--- src/rtl/adder_tree_packer.sv ---
// adder_tree_packer: packs PARALLEL signed samples into one lane vector for the adder tree.
// Define ADDER_TREE_PACKER_SUM_VALID_EN to build the sum_valid delay line; otherwise sum_valid is 0.
module adder_tree_packer #(
    parameter int DATA_WIDTH = 8,
    parameter int PARALLEL   = 5
) (
    input  logic                               clk,
    input  logic                               rst_n,
    input  logic [DATA_WIDTH-1:0]              din,
    input  logic                               din_valid,
    output logic                               din_ready,
    input  logic                               din_last,
    output logic [DATA_WIDTH*PARALLEL-1:0]     dout,
    output logic                               dout_valid,
    input  logic                               dout_ready,
    output logic [$clog2(PARALLEL+1)-1:0]      dout_count,
    output logic                               sum_valid
);

    localparam int CW = $clog2(PARALLEL + 1);
    localparam int IW = $clog2(PARALLEL);

    typedef enum logic {FILL, HOLD} state_t;

    state_t                         state_q, state_d;
    logic [IW-1:0]                  idx_q, idx_d;
    logic [DATA_WIDTH*PARALLEL-1:0] word_q, word_d;
    logic [CW-1:0]                  count_q, count_d;
    logic                           din_fire;
    logic                           dout_fire;

    assign din_ready  = (state_q == FILL) || dout_ready;
    assign dout_valid = (state_q == HOLD);
    assign din_fire   = din_valid && din_ready;
    assign dout_fire  = dout_valid && dout_ready;
    assign dout       = word_q;
    assign dout_count = count_q;

    always_comb begin
        state_d = state_q;
        idx_d   = idx_q;
        word_d  = word_q;
        count_d = count_q;
        case (state_q)
            FILL: begin
                if (din_fire) begin
                    // Lane 0 wipes the old word so a short frame leaves zero padding.
                    if (idx_q == '0) word_d = '0;
                    for (int unsigned k = 0; k < PARALLEL; k++) begin
                        if (IW'(k) == idx_q) word_d[k*DATA_WIDTH +: DATA_WIDTH] = din;
                    end
                    if (idx_q == IW'(PARALLEL - 1) || din_last) begin
                        state_d = HOLD;
                        count_d = CW'(idx_q) + CW'(1);
                        idx_d   = '0;
                    end else begin
                        idx_d = idx_q + IW'(1);
                    end
                end
            end
            HOLD: begin
                if (dout_fire) begin
                    if (din_fire) begin
                        word_d                   = '0;
                        word_d[DATA_WIDTH-1:0]   = din;
                        if (din_last) begin
                            count_d = CW'(1);
                            idx_d   = '0;
                        end else begin
                            state_d = FILL;
                            idx_d   = IW'(1);
                        end
                    end else begin
                        state_d = FILL;
                    end
                end
            end
            default: state_d = FILL;
        endcase
    end

    always_ff @(posedge clk or negedge rst_n) begin
        if (!rst_n) begin
            state_q <= FILL;
            idx_q   <= '0;
            word_q  <= '0;
            count_q <= '0;
        end else begin
            state_q <= state_d;
            idx_q   <= idx_d;
            word_q  <= word_d;
            count_q <= count_d;
        end
    end

`ifdef ADDER_TREE_PACKER_SUM_VALID_EN
    // One stage per adder tree level, so the strobe lines up with the tree's registered sum.
    localparam int SD = (PARALLEL > 1) ? $clog2(PARALLEL) : 1;

    logic [SD-1:0] sv_q, sv_d;

    assign sv_d = SD'({sv_q, dout_fire});

    always_ff @(posedge clk or negedge rst_n) begin
        if (!rst_n) sv_q <= '0;
        else        sv_q <= sv_d;
    end

    assign sum_valid = sv_q[SD-1];
`else
    assign sum_valid = 1'b0;
`endif

endmodule

--- config.mk ---
export PLATFORM = sky130hd
export DESIGN_NAME = adder_tree_packer
export DESIGN_NICKNAME = d
export VERILOG_FILES = /design/src/rtl/adder_tree_packer.sv
export SDC_FILE = /design/constraint.sdc
export NUM_CORES = 1
export LEC_CHECK = 0
export BUFFER_PORTS_ARGS = -buffer_cell sky130_fd_sc_hd__buf_2
export CAP_MARGIN = 20
export CORE_ASPECT_RATIO = 0.8
export CORE_MARGIN = 8
export CORE_UTILIZATION = 45
export CTS_CLUSTER_DIAMETER = 40
export DETAILED_ROUTE_END_ITERATION = 8
export PLACE_DENSITY = 0.71
export SETUP_SLACK_MARGIN = 0.3
export SYNTH_ARGS = -nofsm -noshare
export SYNTH_HDL_FRONTEND = slang
export SYNTH_SLANG_ARGS = --single-unit
--- constraint.sdc ---
create_clock -name clk -period 1.9 [get_ports clk]
set_input_delay 0.285 -clock clk [delete_from_list [all_inputs] [get_ports clk]]
set_output_delay 0.285 -clock clk [all_outputs]
set_load 0.05 [all_outputs]
; Word-level counts from Yosys, hierarchy flattened
; Cells that the tools add are included.
[totals]
wordCells = 65
ff_bits = 47
output_inout_bits = 46
in_bits = 13
[op_classes]
n_mux = 28
add_sub_neg = 1
n_bitwise = 1
reduce_logical = 12
eq_ne = 15
[op_table]
columns = cell, count
row1 = 40-bit two-way mux, 4
row2 = 40-bit one-hot mux with 2 select lines, 1
row3 = 8-bit two-way mux, 5
row4 = 3-bit two-way mux, 9
row5 = 4-bit AND reduction, 5
row6 = "3-bit by 1-bit inequality test with 1-bit output, second input constant", 4
row7 = 3-bit one-hot mux with 2 select lines, 2
row8 = "2-bit by 1-bit inequality test with 1-bit output, second input constant", 4
row9 = "2-bit by 3-bit equality test with 1-bit output, first input constant", 2
row10 = 1-bit two-way mux, 6
row11 = 5-bit AND reduction, 1
row12 = "2-bit inequality test, second input constant", 2
row13 = "3-bit by 1-bit adder with 3-bit output, second input constant", 1
row14 = "1-bit by 3-bit equality test with 1-bit output, first input constant", 1
row15 = "3-bit equality test, first input constant", 1
row16 = "3-bit equality test, second input constant", 1
row17 = 3-bit logical NOT, 1
row18 = 3-bit AND reduction, 1
row19 = 1-bit logical AND, 2
row20 = 1-bit logical OR, 2
row21 = 1-bit one-hot mux with 2 select lines, 1
row22 = 1-bit NOT, 1

; Depth between registers and ports, before layout
[depth]
depth_word = 6
mapped_depth = 7
ltp_nobuf = 6

; Worst setup path after synthesis
; Ideal clock, no wire load.
[synth_timing]
kind = reg2reg
from = register state_q (netlist: dout_valid)
to = register word_q[3] (netlist: dout[3])
t_required_ns = 1.775
period_less_slack_ns = 1.818
arrival_ns = 1.694
path_stages_with_launch = 5
slack_ns = 0.082
path_buffers = 1
cell_sequence = dfrtp_1 > nor2_2 > a31oi_4 > buf_6 > mux2_2
[synth_between]
elab_chain_len = 5
elab_cells_between_ends = 10
classes_between = 4 x eq/ne / 1 x mux / 1 x bitwise / 4 x reduce/logical
[synth_lines]
columns = item, line_no
row1 = from (decl), 25  ; state_t state_q, state_d;
row2 = from (signal assigned), 89  ; state_q <= state_d;
row3 = 1-bit NOT, --
row4 = 1-bit logical OR, 32  ; assign din_ready = (state_q == FILL) || dout_ready;
row5 = 1-bit logical AND, 34  ; assign din_fire = din_valid && din_ready;
row6 = 2-bit inequality test (no source line) / 2-bit by 1-bit inequality test with 1-bit output (equally long branches), --
row7 = 4-bit AND reduction (no source line), --
row8 = to (signal assigned), 91  ; word_q <= word_d;
row9 = to (decl), 27  ; logic [DATA_WIDTH*PARALLEL-1:0] word_q, word_d;
; Several ways; a longest one is shown, not always the timed one.
; A chain may end at the register's enable or synchronous reset.

; Worst setup path in the final report
[layout_timing]
from = register idx_q[1]
to = register word_q[29] (netlist: dout[29])
[layout_between]
elab_chain_len = 4
elab_cells_between_ends = 7
classes_between = 2 x eq/ne / 3 x mux / 2 x reduce/logical
[layout_lines]
columns = item, line_no
row1 = from (decl), 26  ; logic [IW-1:0] idx_q, idx_d;
row2 = from (signal assigned), 90  ; idx_q <= idx_d;
row3 = 2-bit by 3-bit equality test with 1-bit output, 50  ; if (IW'(k) == idx_q) word_d[k*DATA_WIDTH +: DATA_WIDTH] = din;
row4 = 8-bit two-way mux, 50
row5 = 40-bit two-way mux, 46  ; if (din_fire) begin
row6 = 40-bit one-hot mux with 2 select lines, 44  ; case (state_q)
; Several ways; a longest one is shown, not always the timed one. The select of a mux whose other input is x is not followed.

==> results_tabular.tex <==
\begin{tabular}{lr}
\hline
Metric & Value \\
\hline
\multicolumn{2}{l}{\textbf{Outcome}} \\
Run status & finished clean \\
\multicolumn{2}{l}{\textbf{CTS}} \\
Clk Latency, worst-skew pair & about 0.3 ns \\
Clock buffers created by TritonCTS & 5 \\
H-tree levels & 2 \\
Root buffer cell & sky130\_fd\_sc\_hd\_\_clkbuf\_8 \\
Clock slew at the register clock pins of the worst setup and hold paths & $\sim$0.080 ns \\
Maximum buffer depth of the clock tree & 2 \\
Clock net sink count & 47 \\
Clock tree from TritonCTS & built \\
\multicolumn{2}{l}{\textbf{GRT}} \\
Gr usage total & 15.0\% \\
Final global-route overflow total & 0 \\
Maximum number of pins on one net before global-route repair & 35 \\
Number of antenna violations at the first check in global routing & 0 \\
Via count of the first global-routing pass & 1,732 \\
Wire length of the first global-routing pass & 8690 µm \\
\multicolumn{2}{l}{\textbf{Floorplan}} \\
Die area & 0.00706 mm² \\
\# IOs & 59 \\
Total core area & 0.00451 mm² \\
Number of placement rows & 22 \\
Die Span Y & 76.8 µm \\
Die Span X & about 92 µm \\
Effective utilization at floorplan & 46.0\% \\
\multicolumn{2}{l}{\textbf{Synth}} \\
Area share of the largest cell type after synthesis & 56.6\% \\
Synth warnings & 0 \\
Net count after synthesis & 190 \\
Library cell with the highest instance count after synthesis & sky130\_fd\_sc\_hd\_\_dfrtp\_1 \\
Most used flip-flop cell after synthesis & sky130\_fd\_sc\_hd\_\_dfrtp\_1 \\
Number of distinct library cells after synthesis & 30 \\
Mapped Avg Cell Area & 12.1 µm² \\
Number of enable flip-flop cells after synthesis & 0 \\
Cell types with the largest area share after synthesis & sky130\_fd\_sc\_hd\_\_dfrtp\_1 57\%, sky130\_fd\_sc\_hd\_\_mux2\_2 4.9\%, sky130\_fd\_sc\_hd\_\_nand3\_1 3.9\% \\
Post-Synthesis Cell Area & 0.00208 mm² \\
Largest area contributor in the netlist & sky130\_fd\_sc\_hd\_\_dfrtp\_1 \\
Synthesized flop and latch total & 47 \\
Seq/Total Area, Yosys & 56.6\% \\
Synth top cells by count & 47 x sky130\_fd\_sc\_hd\_\_dfrtp\_1, 17 x sky130\_fd\_sc\_hd\_\_nand2\_1, 16 x sky130\_fd\_sc\_hd\_\_nand3\_1 \\
Async set-or-reset flop fraction in the synthesized netlist & 100\% \\
Synth Instances & between 150 and 200 \\
\multicolumn{2}{l}{\textbf{Placement}} \\
Number of input and output port buffers inserted & 57 \\
GPL Wtd Cong & 0.799 \\
Detail Placement HPWL & 3870 µm \\
Post-placement cell count & 291 \\
Post-Place Worst Slack & 0.106 ns \\
\multicolumn{2}{l}{\textbf{Critical path}} \\
R2R Setup Slk & $\sim$0.38 ns \\
Startpoint type of the worst setup path & flip-flop \\
CP max FO & 9 \\
Delay-heaviest family, CP & flip-flops \\
Critical path depth in cells & 5 \\
Data arrival, critical path & about 1.7 ns \\
Category of the most critical setup path & flip-flop to flip-flop \\
Worst stage delay on the critical path & 0.42 ns \\
Termination of the worst setup path & dout[29] \\
Cell-by-cell listing of the critical path & ha\_1, ha\_1, nand3\_4, and2\_4, a2bb2o\_1 \\
CP bufs+invs & 0 \\
Capture instance of the worst register-to-register path & dout[29] \\
Crit end category & flip-flop \\
Critical path launch point & idx\_q[1] \\
Required time of the critical path & 2.08 ns \\
Cell type with the highest occurrence count on the critical path & sky130\_fd\_sc\_hd\_\_ha\_1 \\
Reg-to-reg critical path startpoint & idx\_q[1] \\
Slowest CP cell & sky130\_fd\_sc\_hd\_\_dfrtp\_1 \\
Number of cells on the worst reg-to-reg path & 5 \\
\multicolumn{2}{l}{\textbf{Flow run}} \\
Max-cap check violation count & 0 \\
\multicolumn{2}{l}{\textbf{Timing}} \\
Portion of the clock cycle consumed by the worst path in the final layout & between 80\% and 90\% \\
Final sum of negative setup slack & 0 ns \\
Post-Route Skew & 0.00444 ns \\
Max-slew violation count & 0 \\
Worst-case setup margin in the final layout & 0.376 ns \\
Unrepaired setup endpoints after global routing & false \\
Final Hold Fails & 0 \\
Final critical-path required period & 1.52 ns \\
F\_max & 0.656 GHz \\
Final setup vio count & 0 \\
\multicolumn{2}{l}{\textbf{Finish}} \\
Area Growth Syn to Fin & 29.5\% \\
Number of cells in the finished layout apart from fillers & 309 \\
Layout cells sized above 1 & about 43\% \\
Antenna diode count & 0 \\
\# nets final & 266 \\
\multicolumn{2}{l}{\textbf{Route}} \\
DR iter-0 viols & 86 \\
Vias & 1,648 \\
First-pass DRT Iterations & 4 \\
Avg Vias per Cell & 5.33 \\
Antenna Nets Post-Route & 0 \\
Post-detailed-route wirelength per cell & approximately 17 µm \\
Routed Wire Length & 5120 µm \\
Number of remaining DRC errors & 0 \\
\multicolumn{2}{l}{\textbf{Worst hold path}} \\
Hold Path Stages & 2 \\
Hold/Removal Path Class & input pin to flip-flop \\
\multicolumn{2}{l}{\textbf{Pwr}} \\
Worst IR drop on VDD & 0.654 mV \\
Areal power density over the cells & roughly 1000 mW/mm² \\
LEAKAGE & 1.35 nW \\
\hline
\end{tabular}
-- through the flow --
step	hold WS (ns)	power (mW)	instance area [µm²]	util (%)
finish	0.236	2.82	2690	59.6
global route	0.228	2.95	2690	59.6
CTS	0.226	2.82	2650	58.6
detailed placement	0.213	2.16	2480	55.0
global placement	0.208	2.15	2480	55.0
floorplan	-0.0106	1.91	2100	-
-- where the power goes --
| part | internal (mW) | switching [mW] |
|---|---|---|
| Combinational | 0.303 | 0.705 |
| Sequential | 1.12 | 0.0690 |
| Clock | 0.298 | 0.326 |
| Total | 1.72 | 1.10 |
-- logic make-up after synthesis --
family          synth area share (%)
compound gates                  16.0
fa+ha+maj                       3.01
buf+inv                         3.55
flops                           56.6
mux                             5.36
other cells                    0.180
simple gates                    15.3
-- area by class of cell --
| class | instances | area [µm²] |
|---|---|---|
| tap | 60 | 75.1 |
| inverter | 4 | 15.0 |
| multi-input combinational | 113 | 868 |
| fill | 412 | 1820 |
| clock inverter | 1 | 8.76 |
| timing repair buffer | 77 | 460 |
| clock buffer | 7 | 86.3 |
| sequential | 47 | 1180 |
-- worst min path at each step --
stage	startpoint	end	slack, ns
5_1_grt	din[1]	dout[1]	0.23
3_3_place_gp	rst_n	dout[5]	0.21
4_1_cts	din[1]	dout[1]	0.23
2_1_floorplan	rst_n	dout[0]	-0.01
3_5_place_dp	rst_n	dout[2]	0.21
6_report	din[1]	dout[1]	0.24
-- cells in the final DEF, fill, tap and decap left out, types with 2 or more instances in the layout --
cell type / instances
sky130_fd_sc_hd__o21ai_0: 5
sky130_fd_sc_hd__a21oi_1: 3
sky130_fd_sc_hd__buf_2: 56
sky130_fd_sc_hd__buf_4: 17
sky130_fd_sc_hd__clkbuf_8: 6
sky130_fd_sc_hd__inv_2: 2
sky130_fd_sc_hd__nand2_1: 17
sky130_fd_sc_hd__and2_2: 2
sky130_fd_sc_hd__o2bb2ai_1: 9
sky130_fd_sc_hd__a2bb2o_1: 7
sky130_fd_sc_hd__o21ai_1: 4
sky130_fd_sc_hd__o31ai_2: 2
sky130_fd_sc_hd__mux2_2: 9
sky130_fd_sc_hd__ha_1: 4
sky130_fd_sc_hd__nor3_1: 2
sky130_fd_sc_hd__dfrtp_1: 46
sky130_fd_sc_hd__nor3b_1: 2
sky130_fd_sc_hd__a22o_1: 2
sky130_fd_sc_hd__inv_1: 2
sky130_fd_sc_hd__buf_6: 2
sky130_fd_sc_hd__nand2b_1: 9
sky130_fd_sc_hd__nand4_4: 2
sky130_fd_sc_hd__o31ai_1: 8
sky130_fd_sc_hd__nand3_1: 15
-- layer usage --
layer	wire, µm	GRT usage [%]	vias to the layer above
met4	56	4.82	0
met5	0	0	-
met2	2310	22.8	57
li1	-	-	773
met1	2360	19.6	812
met3	383	4.86	6
-- registers in the layout (all words and copies together) (netlist names) --
register    cells
dout_valid      1
idx_q           3
dout_count      3
dout           40
-- repair_timing --
item / CTS / global route
endpoints found under the hold margin: 13 / 0
setup endpoints to repair: 32 / 31
setup buffers: 5 / 4
hold buffers: 1 / 0
resized for setup: 5 / 6
pin swaps: 0 / 1
(Power assumes the default switching activity.)
